[src/rtl/parity_frame_gen.sv]
// parity_frame_gen
//   Pass-through beat stage with one cycle of latency. It adds a parity bit to
//   each beat, a running parity over each frame, an optional check of the frame
//   parity, and a saturating counter of mismatched frames.
//
// Ports
//   clk, rst_n                 clock and asynchronous active-low reset
//   in_valid/in_ready          upstream handshake (in_ready = !out_valid || out_ready)
//   in_data[DATA_W]            beat data
//   in_last                    final beat of the frame
//   in_par, chk_en             expected frame parity and check enable, both taken on the last beat
//   clr_cnt                    synchronous clear of err_cnt; wins over an increment
//   out_valid/out_ready        downstream handshake
//   out_data, out_last         registered copies of the accepted beat
//   out_par                    parity of this beat alone
//   frame_par, par_err         frame parity and check result, meaningful on a last beat only
//   err_cnt[CNT_W]             saturating count of mismatched frames
//
// FSM states
//   state      | meaning
//   S_IDLE     | no frame in progress; the next accepted beat starts a new frame
//   S_IN_FRAME | at least one non-last beat of the current frame has been accepted
module parity_frame_gen #(
  parameter int DATA_W = 8,
  parameter bit ODD    = 1'b0,
  parameter int CNT_W  = 8
) (
  input  logic              clk,
  input  logic              rst_n,
  input  logic              in_valid,
  output logic              in_ready,
  input  logic [DATA_W-1:0] in_data,
  input  logic              in_last,
  input  logic              in_par,
  input  logic              chk_en,
  input  logic              clr_cnt,
  output logic              out_valid,
  input  logic              out_ready,
  output logic [DATA_W-1:0] out_data,
  output logic              out_par,
  output logic              out_last,
  output logic              frame_par,
  output logic              par_err,
  output logic [CNT_W-1:0]  err_cnt
);

  typedef enum logic {
    S_IDLE     = 1'b0,
    S_IN_FRAME = 1'b1
  } state_t;

  localparam logic [CNT_W-1:0] L_CNT_MAX = '1;

  state_t              r_state;
  state_t              w_state_nxt;
  logic                r_acc;
  logic                w_acc_nxt;

  logic                r_out_valid;
  logic [DATA_W-1:0]   r_out_data;
  logic                r_out_par;
  logic                r_out_last;
  logic                r_frame_par;
  logic                r_par_err;
  logic [CNT_W-1:0]    r_err_cnt;

  logic                w_accept;
  logic                w_xfer_out;
  logic                w_beat_xor;
  logic                w_acc_eff;
  logic                w_frame_par;
  logic                w_par_err;

  assign in_ready   = !r_out_valid || out_ready;
  assign w_accept   = in_valid && in_ready;
  assign w_xfer_out = r_out_valid && out_ready;
  assign w_beat_xor = ^in_data;

  // A leftover accumulator value must not leak into a frame started in IDLE.
  assign w_acc_eff   = (r_state == S_IN_FRAME) ? r_acc : 1'b0;
  assign w_frame_par = w_acc_eff ^ w_beat_xor ^ ODD;
  assign w_par_err   = in_last && chk_en && (w_frame_par != in_par);

  always_ff @(posedge clk or negedge rst_n) begin
    if (!rst_n) begin
      r_state <= S_IDLE;
      r_acc   <= 1'b0;
    end else begin
      r_state <= w_state_nxt;
      r_acc   <= w_acc_nxt;
    end
  end

  always_comb begin
    w_state_nxt = r_state;
    w_acc_nxt   = r_acc;
    if (w_accept) begin
      case (r_state)
        S_IDLE: begin
          w_acc_nxt = w_beat_xor;
          if (!in_last) w_state_nxt = S_IN_FRAME;
        end
        S_IN_FRAME: begin
          w_acc_nxt = r_acc ^ w_beat_xor;
          if (in_last) w_state_nxt = S_IDLE;
        end
        default: w_state_nxt = S_IDLE;
      endcase
    end
  end

  // The output register loads only on an accepted beat. It therefore holds
  // steady while a pending beat waits for out_ready.
  always_ff @(posedge clk or negedge rst_n) begin
    if (!rst_n) begin
      r_out_valid <= 1'b0;
      r_out_data  <= '0;
      r_out_par   <= 1'b0;
      r_out_last  <= 1'b0;
      r_frame_par <= 1'b0;
      r_par_err   <= 1'b0;
    end else begin
      if (w_accept) begin
        r_out_valid <= 1'b1;
        r_out_data  <= in_data;
        r_out_par   <= w_beat_xor ^ ODD;
        r_out_last  <= in_last;
        r_frame_par <= in_last ? w_frame_par : 1'b0;
        r_par_err   <= w_par_err;
      end else if (w_xfer_out) begin
        r_out_valid <= 1'b0;
      end
    end
  end

  // The count advances when the error beat leaves the block, not when it is accepted.
  always_ff @(posedge clk or negedge rst_n) begin
    if (!rst_n) begin
      r_err_cnt <= '0;
    end else if (clr_cnt) begin
      r_err_cnt <= '0;
    end else if (w_xfer_out && r_out_last && r_par_err && (r_err_cnt != L_CNT_MAX)) begin
      r_err_cnt <= r_err_cnt + 1'b1;
    end
  end

  assign out_valid = r_out_valid;
  assign out_data  = r_out_data;
  assign out_par   = r_out_par;
  assign out_last  = r_out_last;
  assign frame_par = r_frame_par;
  assign par_err   = r_par_err;
  assign err_cnt   = r_err_cnt;

endmodule
[config.mk]
export PLATFORM = sky130hd
export DESIGN_NAME = parity_frame_gen
export DESIGN_NICKNAME = d
export VERILOG_FILES = /design/src/rtl/parity_frame_gen.sv
export SDC_FILE = /design/constraint.sdc
export NUM_CORES = 1
export LEC_CHECK = 0
export ABC_AREA = 1
export CAP_MARGIN = 20
export CORE_ASPECT_RATIO = 1.1
export CORE_MARGIN = 3
export CORE_UTILIZATION = 40
export CTS_BUF_LIST = sky130_fd_sc_hd__clkbuf_4 sky130_fd_sc_hd__clkbuf_8 sky130_fd_sc_hd__clkbuf_16
export CTS_CLUSTER_DIAMETER = 60
export DETAILED_ROUTE_END_ITERATION = 16
export PLACE_DENSITY = 0.7
export SLEW_MARGIN = 20
export SYNTH_ARGS = -nofsm -noshare
export SYNTH_HDL_FRONTEND = slang
export SYNTH_SLANG_ARGS = --single-unit
[constraint.sdc]
create_clock -name clk -period 4.5 [get_ports clk]
set_clock_uncertainty 0.05 [all_clocks]
set_input_delay 1.35 -clock clk [delete_from_list [all_inputs] [get_ports clk]]
set_output_delay 1.35 -clock clk [all_outputs]
set_load 0.02 [all_outputs]
### Yosys cells after proc, flatten, opt, wreduce, memory -nomap -nowiden

Cells that the tools add are included.
Widths: inputs -> output; s select.

* bits in registers: 23
* logic and storage cells: 35

* eq/ne operators: 2
* bitwise operators: 3
* reduce and logical (&&, ||, !) cells: 12
* muxes and demuxes: 8
* add/sub/neg operators: 1

Operator list (number)
* $mux 8: 2
* $add 8x1->8 const B: 1
* $ne 8x8->1 const B: 1
* $reduce_xor 8->1: 1
* $logic_and 1x1->1: 7
* $mux 1: 5
* $reduce_bool 2->1: 2
* $pmux 1 s2: 1
* $xor 1x1->1: 2
* $logic_not 1->1: 1
* $logic_or 1x1->1: 1
* $ne 1x1->1: 1
* $not 1->1: 1

### Logic depth before layout (Yosys ltp)

Gate-level depths: netlist (run 1).

* depth in word-level cells: 6
* mapped depth: 11
* depth with buffers taken out: 11

### Worst setup path after synthesis (run 1)

OpenSTA, ideal clock, no wires.

* kind: in2out
* start point: input port out_ready
* end point: output port in_ready
* stages on the path: 2
* slack: 1.554 ns
* arrival: 1.546 ns
* cell sequence: inv_1 nand2_1

* cells in the longest elaborated chain, start to end: 1

RTL lines
* start: declaration: line 38 `input logic out_ready,`
* $logic_or 1x1->1: line 74 `assign in_ready = !r_out_valid || out_ready;`
* end: declaration: line 31 `output logic in_ready,`

Every way passes these cells.

### Worst setup path in the final report (run 1)

Same ends and word-level chain as after synthesis.

==> impl_metrics.json, run 1 <==
{
  "run_status": "finished, final reports clean",
  "routed_wl_mm": 2.54,
  "syn_to_final_growth_pct": 34.1,
  "cts_tree": "built",
  "finalHoldViolCount": 0,
  "synth-simple-area-share": 0.331,
  "ys_top_cells_by_area": "dfrtp_1, nand2_1, o21ai_1, inv_1, nand3_1",
  "dr.pass1.iters": 4,
  "die_w_um": 59.3,
  "seq_area_frac_synth": 0.460,
  "cts-root-buf": "clkbuf_4",
  "placed_cell_area_um2": 1650,
  "dr_total_vias": 1126,
  "yosysMostFrequentCell": "nand2_1",
  "final_nets": 220,
  "fin_util": 0.583,
  "die_area_um2": 3830,
  "avgSynthCellArea_um2": 7.67,
  "hpwl_mm": 2.04,
  "syn-cell-area_um2": 1250,
  "yosys_warnings": 0,
  "min_period_over_period": 0.881,
  "hold_class": "reg -> reg",
  "ys.flop_type": "dfrtp_1",
  "drv_slew": 0,
  "synth_top_family_by_area": "simple AND/OR/NAND/NOR gates",
  "vias_per_cell": 4.79,
  "fmax_ghz": 0.252,
  "power.total_mw": 0.470,
  "power_density_nw_per_um2": 280,
  "critical_path.startpoint_type": "input pin",
  "gr-total-overflow": 0,
  "grt_pass1_vias": 1129,
  "muxShareOfSynthArea": 0,
  "htree_levels": 1,
  "cts_setup_buffers": 0,
  "synth_xor_area_frac": 0.0210,
  "required_ns": 3.10,
  "worstSkewPairLatency_ns": 0.31,
  "globalplace.congestion": 0.797,
  "grt_max_degree": 24,
  "ios": 38,
  "grtUsageTotal": 0.149,
  "ir_worst_vdd_mv": 0.149,
  "setup_tns_ns": 0,
  "core.rowCount": 20,
  "nFillCells": 267,
  "synth_edf_count": 0,
  "cts_buffer_depth": 2,
  "p_leak_nw": 0.842,
  "grt_pass1_wl_mm": 4.51,
  "drt_iter0_drc": 33,
  "die_y_um": 64.6,
  "finalNonFillerCells": 235,
  "async_flop_share": 1.00,
  "clkSinkCount": 23,
  "synth_fa_ha_area_frac": 0.0100,
  "synth.distinct_cells": 25,
  "syn_nets": 180,
  "clkTransAtPathRegs_ns": 0.12,
  "stdcell_area_um2": 1680,
  "synth_top_area_frac": 0.460,
  "cp.arrival_ns": 2.56,
  "post_cts_resized": 0,
  "maxCapViolCount": 0,
  "period_minus_slack_ns": 3.96,
  "timing.hold.ws_ns": 0.455,
  "dp.cells": 231,
  "synth_commonest_cells": "nand2_1, dfrtp_1, inv_1",
  "worstMarginPinSlew_ns": 0.696,
  "synth_compound_area_frac": 0.0931,
  "core_um2": 2880,
  "ys_seq_elements": 23,
  "rsz0062_at_grt": "no",
  "drc": 0,
  "antenna_found_initial": 0,
  "diodes": 0,
  "slew_headroom": 0.535,
  "path_class": "in -> out",
  "crit_path_max_fanout": 3,
  "fin_ws_ns": 0.535,
  "wire_per_inst_um": 10.8,
  "synthCells": 163,
  "port_buffers": 37,
  "cts_hold_buf": 0,
  "cts_buffers": 3,
  "setup_viol": 0,
  "ant_nets": 0,
  "drive_gt1_frac": 0.0891,
  "cp-end-kind": "primary output",
  "start_util": 0.434,
  "synth_top_area_cell": "dfrtp_1",
  "pre_cts_ws_ns": 0.525
}
[report_power, final]
part / switching [mW] / total (mW) / leakage [nW] / internal (mW)
combinational: 0.0729 / 0.135 / 0.528 / 0.0623
clock: 0.0619 / 0.0950 / 0.0177 / 0.0332
sequential: 0.0127 / 0.240 / 0.296 / 0.227
[placed cells by master (no fill, tap or decap), drive strengths merged, types with 3 or more instances in the layout]
| cell | count |
|---|---|
| a21oi | 3 |
| dfrtp | 23 |
| clkdlybuf4s50 | 36 |
| o21ai | 13 |
| nand3 | 8 |
| o31ai | 3 |
| inv | 19 |
| nor2 | 7 |
| nand2 | 74 |
| clkbuf | 3 |
[state kept, by name, summed over array words and instances (netlist names)]
name,cells
err_cnt,8
frame_par,1
out_data,8
out_last,1
out_par,1
out_valid,1
par_err,1
r_acc,1
r_state,1
[final cells by class]
type	count	area (um^2)	share of cell area
Sequential cell	23	576	0.343
Multi-Input combinational cell	117	569	0.340
Timing Repair Buffer	37	365	0.218
Inverter	21	97.6	0.0582
Tap cell	33	41.3	0.0246
Clock buffer	3	22.5	0.0134
Clock inverter	1	5.00	0.00299
[critical path: stages]
cell             delay (ns)
clkdlybuf4s50_1        0.48
inv_1                  0.04
nand2_1                0.08
clkdlybuf4s50_1        0.61
[metal layers]
layer	global-route usage	wire length, um	up-vias
met2	0.250	1250	28
met4	0.0510	28	0
met1	0.185	1140	504
met5	0	0	-
li1	-	-	590
met3	0.0319	130	4
[kinds of logic after synthesis]
| family | count (synthesis) |
|---|---|
| flip-flops | 23 |
| adder cells (fa/ha/maj) | 1 |
| XOR/XNOR | 3 |
| AO/OA/AOI/OAI | 21 |
| AND/OR/NAND/NOR | 92 |
| buffers and inverters | 23 |
[final timing paths]
check | cells past startpoint | endpoint | start | slack, ns
worst max register to register | 7 | par_err | out_valid | 2.87
min in group asynchronous | 1 | out_data[6] | rst_n | 0.94
worst min register to register | 2 | frame_par | frame_par | 0.46
max in group asynchronous | 1 | frame_par | rst_n | 3.10
worst min-delay path | 2 | frame_par | frame_par | 0.46
worst max-delay path | 4 | in_ready | out_ready | 0.54
(Power assumes the default switching activity.)
==> run 2: changes to the inputs <==
CTS_BUF_LIST = default   (was sky130_fd_sc_hd__clkbuf_4 sky130_fd_sc_hd__clkbuf_8 sky130_fd_sc_hd__clkbuf_16)
==> results of run 2 <==
Same layout as run 1: the final DEF is identical, and so are final timing and power.
==> RTL edit (config.mk and constraints of run 1) <==
The parameter `ODD` goes from 1'b0 to 1'b1.
--- a/src/rtl/parity_frame_gen.sv
+++ b/src/rtl/parity_frame_gen.sv
@@ -22,7 +22,7 @@
 //   S_IN_FRAME | at least one non-last beat of the current frame has been accepted
 module parity_frame_gen #(
   parameter int DATA_W = 8,
-  parameter bit ODD    = 1'b0,
+  parameter bit ODD    = 1'b1,
   parameter int CNT_W  = 8
 ) (
   input  logic              clk,
Behaviour: not the same (Yosys sat finds a counterexample within 4 cycles, from zero or initial values and one cycle with rst_n low).
==> RTL edit against run 1 <==
- largest power group unchanged
- power is 4.7% higher
- global-route usage rose by 1.2 points
- final area is 1.2% lower
- setup slack worse by 0.027 ns
- synthesized area fell by 1.6%
- clock power rose by 2%
- sequential cell count unchanged
- critical path type unchanged
- first-iteration DRC count grew 6.1%
- register-to-register slack worse by 0.15 ns
- maximum frequency down 0.67%
- critical path depth unchanged
- worst hold slack better by 0.00097 ns
- wire length grew 4.1%
- via count rose by 4.1%
- critical endpoint unchanged
==> RTL edit: results (changes against run 1) <==
Routed met2 length = 1347 um (+8.1%)
Origin of the critical flop-to-flop path = err_cnt[1]
Sw Share = 32.66% (+1.3 points)
Main area contributors after synthesis = sky130_fd_sc_hd__dfrtp_1, sky130_fd_sc_hd__nand2_1, sky130_fd_sc_hd__o21ai_1, sky130_fd_sc_hd__inv_1, sky130_fd_sc_hd__nand3_1
Xor and xnor area share after synthesis = 0.7121% (-1.4 points)
Minimum clock period after layout = 3.992 ns (+0.02694 ns)
Fraction of layout cells with a size suffix above 1 = 6.763% (-2.1 points)
Commonest cells in the netlist = sky130_fd_sc_hd__nand2_1, sky130_fd_sc_hd__dfrtp_1, sky130_fd_sc_hd__inv_1
First DRT Iteration DRCs = 35 (+6.1%)
Number of library cell types mapped by synthesis = 24 (-4.0%)
Syn_area_per_cell = 7.321 sq um (-4.5%)
Result of the run = complete, no violations
First-pass GRT wire length = 4836 um (+7.3%)
Total vias in the final route = 1172 (+4.1%)
Measured slew at the worst slew-check pin = 0.7142 ns (+0.01812 ns)
Sum of net half-perimeters after detailed placement = 2068 um (+1.4%)
Internal reg-to-reg setup slack = 2.72 ns (-0.15 ns)
First-pass DRT Iterations = 4 (unchanged)
DP Worst Slack = 0.4984 ns (-0.02639 ns)
Met3 WL = 142 um (+9.2%)
Peak supply drop = 0.1848 mV (+24%)
Leak Pwr = 0.8050 nW (-4.4%)
Part of the Yosys area used for sequential elements = 46.80% (+0.75 points)
Final routed wire length divided by cell count = 11.03 um (+1.9%)
Synthesized net count = 185 (+2.8%)
Wl on met1 = 1125 um (-1.1%)
Post-layout instance count excluding filler cells = 240 (+2.1%)
Crit Reg-Reg Endpoint = err_cnt[2]
GR Util All Layers = 16.10% (+1.2 points)
Synth Area in Adders = 1.017% (+0.016 points)
P_clk = 0.0000965 W (+2%)
Final RePlAce weighted congestion = 0.8625 (+8.2%)
CP arrival = 2.59 ns (+0.03 ns)
Via count of the first global-routing pass = 1148 (+1.7%)
Internal power = 0.0003313 W (+2.7%)
Count of cells along the worst register-to-register path = 8 (+1)
RTL edit: metal layers:
| layer | GRT usage, % | up-vias |
|---|---|---|
| met5 | 0 | - |
| met4 | 6.232 | 0 |
| met3 | 2.020 | 5 |
| met2 | 27.76 | 26 |
| met1 | 19.92 | 533 |
| li1 | - | 608 |
RTL edit: kinds of logic (layout without fill, tap and decap cells):
group | Yosys count | count (layout)
simple gates | 99 | 99
buf+inv | 24 | 63
xor+xnor | 1 | 1
compound gates | 20 | 20
flops | 23 | 23
fa+ha+maj | 1 | 1
RTL edit: worst min-delay path by stage:
| stage | slack, ns | start | endpoint | depth (start not counted) |
|---|---|---|---|---|
| finish | 0.46 | out_data[3] | out_data[3] | 2 |
| global route | 0.48 | out_data[3] | out_data[3] | 2 |
| CTS | 0.47 | out_data[3] | out_data[3] | 2 |
| detailed placement | 0.43 | frame_par | frame_par | 2 |
| global placement | 0.42 | frame_par | frame_par | 2 |
| floorplan | 0.43 | r_state | r_state | 2 |
RTL edit: layout make-up:
type | count | area share, %
flip-flops and latches | 23 | 34.74
multi-input cells | 121 | 33.76
repair buffers | 37 | 22.05
inverters | 22 | 5.287
well taps | 33 | 2.492
clock buffers | 3 | 1.360
clock inverters | 1 | 0.3021
RTL edit: stage by stage:
| step | area [sq um] | hold slack (ns) |
|---|---|---|
| floorplan | 1230 | 0.4293 |
| global placement | 1634 | 0.4206 |
| detailed placement | 1634 | 0.4262 |
| CTS | 1662 | 0.4665 |
| global route | 1657 | 0.4842 |
| finish | 1657 | 0.4561 |
RTL edit: critical path: stages:
cell and delay [ns]:
sky130_fd_sc_hd__clkdlybuf4s50_1 0.48, sky130_fd_sc_hd__inv_1 0.04, sky130_fd_sc_hd__nand2_1 0.09, sky130_fd_sc_hd__clkdlybuf4s50_1 0.63
